[config.mk]
export PLATFORM = sky130hd
export DESIGN_NAME = cipher_out_serializer_flat
export DESIGN_NICKNAME = d
export VERILOG_FILES = /design/src/rtl/cipher_out_serializer_if.sv /design/src/rtl/cipher_out_serializer.sv /design/src/flat_wrapper.sv
export SDC_FILE = /design/constraint.sdc
export NUM_CORES = 1
export LEC_CHECK = 0
export ABC_AREA = 1
export BUFFER_PORTS_ARGS = -buffer_cell sky130_fd_sc_hd__buf_4
export CAP_MARGIN = 10
export CORE_MARGIN = 5
export CORE_UTILIZATION = 45
export CTS_CLUSTER_SIZE = 24
export DETAILED_ROUTE_END_ITERATION = 8
export GPL_TIMING_DRIVEN = 0
export PLACE_DENSITY = 0.65
export SYNTH_ARGS = -nofsm -noshare
export SYNTH_HDL_FRONTEND = slang
export SYNTH_SLANG_ARGS = --single-unit
[constraint.sdc]
create_clock -name clk -period 8.8 [get_ports clk]
set_clock_uncertainty 0.1 [all_clocks]
set_input_delay 0 -clock clk [delete_from_list [all_inputs] [get_ports clk]]
set_output_delay 0 -clock clk [all_outputs]
set_load 0.005 [all_outputs]
[src/rtl/cipher_out_serializer_if.sv]
// cipher_out_serializer_if
//   Bundles the ciphertext capture port and the word-stream output of the
//   AES output serializer.
//   master : cipher/feeder + consumer side (drives valid_in, data_in, out_ready)
//   slave  : serializer side (drives out_valid, out_data, out_last,
//            free_blocks, overflow)
interface cipher_out_serializer_if #(
    parameter int DATA_W = 128,
    parameter int WORD_W = 32,
    parameter int DEPTH  = 4
);
    logic                     valid_in;
    logic [DATA_W-1:0]        data_in;
    logic                     out_valid;
    logic                     out_ready;
    logic [WORD_W-1:0]        out_data;
    logic                     out_last;
    logic [$clog2(DEPTH):0]   free_blocks;
    logic                     overflow;

    modport master (
        output valid_in, data_in, out_ready,
        input  out_valid, out_data, out_last, free_blocks, overflow
    );

    modport slave (
        input  valid_in, data_in, out_ready,
        output out_valid, out_data, out_last, free_blocks, overflow
    );
endinterface

[src/rtl/cipher_out_serializer.sv]
// cipher_out_serializer
//   Captures 128-bit ciphertext blocks (one-cycle valid pulses from a
//   non-stallable cipher pipeline) into a DEPTH-block FIFO and drains them as
//   WORD_W-bit words, most-significant word first, over valid/ready.
//   Reports free space for feeder throttling and a sticky overflow flag.
// Ports
//   clk    : rising-edge clock
//   reset  : synchronous active-high reset
//   bus    : slave side of cipher_out_serializer_if
//            in  valid_in, data_in, out_ready
//            out out_valid, out_data, out_last, free_blocks, overflow
module cipher_out_serializer #(
    parameter int DATA_W = 128,
    parameter int WORD_W = 32,
    parameter int DEPTH  = 4
) (
    input  logic                     clk,
    input  logic                     reset,
    cipher_out_serializer_if.slave   bus
);
    localparam int NW = DATA_W / WORD_W;
    localparam int AW = $clog2(DEPTH);
    localparam int CW = AW + 1;
    localparam int IW = (NW > 1) ? $clog2(NW) : 1;

    logic [DATA_W-1:0] r_mem [DEPTH];
    logic [AW-1:0]     r_wp;
    logic [AW-1:0]     r_rp;
    logic [CW-1:0]     r_cnt;
    logic [CW-1:0]     r_free;
    logic [IW-1:0]     r_widx;
    logic              r_ovf;

    logic              w_xfer;
    logic              w_last;
    logic              w_pop;
    logic              w_full;
    logic              w_push;
    logic              w_drop;
    logic [CW-1:0]     w_cnt_nxt;
    logic [DATA_W-1:0] w_head;
    logic [WORD_W-1:0] w_words [NW];

    // Head block split into words, word 0 taken from the top bits.
    assign w_head = r_mem[r_rp];
    generate
        for (genvar k = 0; k < NW; k++) begin : g_word
            assign w_words[k] = w_head[DATA_W-1-k*WORD_W -: WORD_W];
        end
    endgenerate

    // Outputs are muxes of registered state only; no path from valid_in/data_in.
    assign bus.out_valid   = (r_cnt != '0);
    assign w_last          = (r_widx == IW'(NW-1));
    assign bus.out_data    = bus.out_valid ? w_words[r_widx] : '0;
    assign bus.out_last    = bus.out_valid & w_last;
    assign bus.free_blocks = r_free;
    assign bus.overflow    = r_ovf;

    assign w_xfer = bus.out_valid & bus.out_ready;
    assign w_pop  = w_xfer & w_last;
    assign w_full = (r_cnt == CW'(DEPTH));
    // A full FIFO still accepts when its head block leaves on the same edge.
    assign w_push = bus.valid_in & (~w_full | w_pop);
    assign w_drop = bus.valid_in & w_full & ~w_pop;

    always_comb begin
        w_cnt_nxt = r_cnt;
        case ({w_push, w_pop})
            2'b10:   w_cnt_nxt = r_cnt + 1'b1;
            2'b01:   w_cnt_nxt = r_cnt - 1'b1;
            default: w_cnt_nxt = r_cnt;
        endcase
    end

    always_ff @(posedge clk) begin
        if (reset) begin
            r_wp   <= '0;
            r_rp   <= '0;
            r_cnt  <= '0;
            r_widx <= '0;
            r_ovf  <= 1'b0;
            r_free <= CW'(DEPTH);
        end else begin
            if (w_push) r_wp <= r_wp + 1'b1;
            if (w_xfer) begin
                if (w_last) begin
                    r_widx <= '0;
                    r_rp   <= r_rp + 1'b1;
                end else begin
                    r_widx <= r_widx + 1'b1;
                end
            end
            if (w_drop) r_ovf <= 1'b1;
            r_cnt  <= w_cnt_nxt;
            r_free <= CW'(DEPTH) - w_cnt_nxt;
        end
    end

    // Storage needs no reset: slots are only read while counted as occupied.
    always_ff @(posedge clk) begin
        if (w_push) r_mem[r_wp] <= bus.data_in;
    end
endmodule

[src/flat_wrapper.sv]
// flat-port wrapper written by rule: the top's interface ports become plain ports
module cipher_out_serializer_flat 
#(
    parameter int DATA_W = 128,
    parameter int WORD_W = 32,
    parameter int DEPTH  = 4
)
  (clk, reset, bus_valid_in, bus_data_in, bus_out_ready, bus_out_valid, bus_out_data, bus_out_last, bus_free_blocks, bus_overflow);
  cipher_out_serializer_if #(.DATA_W(DATA_W), .WORD_W(WORD_W), .DEPTH(DEPTH)) bus_i ();
  input  logic clk;
  input  logic reset;
  input wire logic [$bits(bus_i.valid_in)-1:0] bus_valid_in;
  input wire logic [$bits(bus_i.data_in)-1:0] bus_data_in;
  input wire logic [$bits(bus_i.out_ready)-1:0] bus_out_ready;
  output wire logic [$bits(bus_i.out_valid)-1:0] bus_out_valid;
  output wire logic [$bits(bus_i.out_data)-1:0] bus_out_data;
  output wire logic [$bits(bus_i.out_last)-1:0] bus_out_last;
  output wire logic [$bits(bus_i.free_blocks)-1:0] bus_free_blocks;
  output wire logic [$bits(bus_i.overflow)-1:0] bus_overflow;
  assign bus_i.valid_in = bus_valid_in;
  assign bus_i.data_in = bus_data_in;
  assign bus_i.out_ready = bus_out_ready;
  assign bus_out_valid = bus_i.out_valid;
  assign bus_out_data = bus_i.out_data;
  assign bus_out_last = bus_i.out_last;
  assign bus_free_blocks = bus_i.free_blocks;
  assign bus_overflow = bus_i.overflow;
  cipher_out_serializer #(.DATA_W(DATA_W), .WORD_W(WORD_W), .DEPTH(DEPTH)) u_core (.clk(clk), .reset(reset), .bus(bus_i));
endmodule
==> out/metrics.cfg <==
[outcome]
status=finished, final reports clean

[die]
coreArea_sq_mm=0.0491
rows=81
initial_core_util=0.456
die_w_um=233
die-area_sq_mm=0.0542
dieHeight_um=233
io_pins=170

[drt]
viasPerCell=5.04
drt_iter0_markers=1333
drt.antenna.violating_nets=0
wl_per_cell_um=19.7
vias=16015
drc_errors=0
drtPass1Iterations=6
finalWirelength_um=62600

[finish]
stdcell_count=3177
nNetsFinal=2606
area_delta_synth_final_pct=25.4
drive_gt1_frac=0.138

[global_route]
grt_pass1_vias=15563
grt_pass1_wl_um=93200
grt_max_degree=28
grt_usage=0.228
grt_overflow=0
grt_antenna_before_repair=5

[synth]
synth_cells=2088
synth.area.top_cells=edfxtp_1 69%, nand2_1 13%, nand3_1 7.3%
synth_edf_count=512
yosysTopAreaCell=edfxtp_1
synth_nets=2228
yosys-top-cells-count=778 x nand2_1, 512 x edfxtp_1, 324 x nand3_1, 275 x inv_1, 44 x buf_2
async_flop_share=0
yosysTopAreaCellShare=0.688
ys_seq_elements=526
synth.most_common_cell=nand2_1
synth.avg_cell_area_sq_um=10.7
synthDistinctLibCells=22
yosysSeqAreaShare=0.700
synth_top_flop_cell=edfxtp_1
ys_warn_count=0
syn-cell-area_sq_mm=0.0224

[timing]
max_freq_mhz=311
worst_hold_slack_ns=0.0397
slew_headroom=0.300
period_needed_ns=3.22
fin_crit_sh=0.366
worst_pin_slew_ns=1.05
rsz0062_at_grt=no
setup_viol=0
hold_viol=0
slew_violations=0

[placed_design]
hpwl_um=43000
post-place-cells=2942
routabilityCongestion=0.831
io_buffers=169

[cts]
cts_tree=done
ctsLongestPathBuffers=3
ctsResizeCount=0
cts.sink_count=526
path_clk_slew_ns=0.06
clk_latency_ns=0.60
post_cts_buffers=0
holdBufCountCts=132
cts_root_buffer=clkbuf_16
numCtsBuffers=54
htree_num_levels=2

[worst_hold_path]
hp-class=in2reg

[power]
peakVddDrop_uv=129
leakagePower_nw=11.8
power-per-cell-area_mw_per_mm2=205

[worst_setup_path]
critPathKind=reg2reg
crit_family=simple AND/OR/NAND/NOR gates
critPathRequiredTime_ns=8.98
cpPeakStageDelay_ns=0.66
cp-start-kind=flop
path_cells=nor2_1 -> nand2_2 -> nand2_1 -> o21ai_2 -> nand2_1 -> nor2_4 -> buf_16 -> buf_12 -> buf_12
critPathBufInv=3
path_max_fanout=26
cp.arrival_ns=3.40
end_kind=flop
slowest_stage=nor2_4

[flow_run]
cap_violations=0

## per-stage QoR
step / instance area [sq um] / TNS [ns] / setup slack [ns] / utilization / power (W)
floorplan: 22400 / 0 / 1.75 / - / 0.00320
global placement: 24500 / -1514.15 / -3.01 / 0.499 / 0.00346
detailed placement: 24900 / 0 / 5.61 / 0.509 / 0.00346
CTS: 28000 / 0 / 5.58 / 0.571 / 0.00576
global route: 28000 / 0 / 5.42 / 0.571 / 0.00592
finish: 28000 / 0 / 5.58 / 0.571 / 0.00574
## flip-flops by register name, summed over array words and instances, names as in the netlist, named ones only
register	cells
u_core.r_rp	2
u_core.bus.overflow	1
u_core.r_cnt	2
u_core.bus.free_blocks	3
u_core.r_widx	2
u_core.r_wp	2
u_core.r_mem	512
## cell usage in the layout, fill, tap and decap left out, types with 5 or more instances in the layout
cell type and count:
a21oi_1 40, buf_1 16, buf_12 17, buf_16 5
buf_2 44, buf_4 183, buf_6 19, bufinv_16 6
clkbuf_1 27, clkbuf_16 57, clkinv_1 16, clkinv_2 7
dfxtp_1 14, dlygate4sd3_1 132, edfxtp_1 512, ha_1 7
inv_1 275, nand2_1 778, nand3_1 324, nor2_1 12
## worst register-to-register path, delay by kind of cell (launching register included)
family,cells,cell delay [ns]
flops,1,0.45
buf+inv,3,0.69
compound gates,1,0.26
simple gates,5,1.37
## routing by layer
| metal | vias up | wire length (um) | global-route usage |
|---|---|---|---|
| li1 | 7607 | - | - |
| met2 | 668 | 30700 | 0.384 |
| met4 | 2 | 2150 | 0.0868 |
| met1 | 7618 | 25300 | 0.299 |
| met3 | 120 | 4480 | 0.0362 |
| met5 | - | 7 | 0 |
## kinds of logic after synthesis
group | after synthesis | synth area share
compound gates | 44 | 0.0100
xor+xnor | 3 | 0.00118
fa+ha+maj | 8 | 0.00481
buf+inv | 386 | 0.0770
flops | 526 | 0.700
mux | 1 | 0.000448
simple gates | 1120 | 0.206
## final timing paths
check / from / endpoint / slack, ns / cells after the start
setup / recovery: u_core.bus.free_blocks[0] / u_core.r_mem[2][111] / 5.58 / 9
hold / removal: bus_data_in[117] / u_core.r_mem[2][117] / 0.04 / 2
setup reg to reg: u_core.bus.free_blocks[0] / u_core.r_mem[2][111] / 5.58 / 9
hold reg to reg: u_core.r_rp[0] / u_core.r_rp[0] / 0.40 / 1
## area by class of cell
cell class / instances / area [sq um]
Clock buffer: 68 / 1470
Antenna cell: 4 / 10.0
Fill cell: 4043 / 21000
Inverter: 276 / 1040
Multi-Input combinational cell: 1176 / 5010
Tap cell: 664 / 831
Sequential cell: 526 / 15700
Timing Repair Buffer: 322 / 3050
Clock inverter: 31 / 290
Buffer: 110 / 679
## power breakdown
part | internal, W | leakage, nW | switching [W]
logic | 0.000219 | 6.16 | 0.000345
registers | 0.00287 | 4.82 | 0.0000274
clock network | 0.00135 | 0.853 | 0.000924
Note: power is estimated with default switching activity, not from simulation.
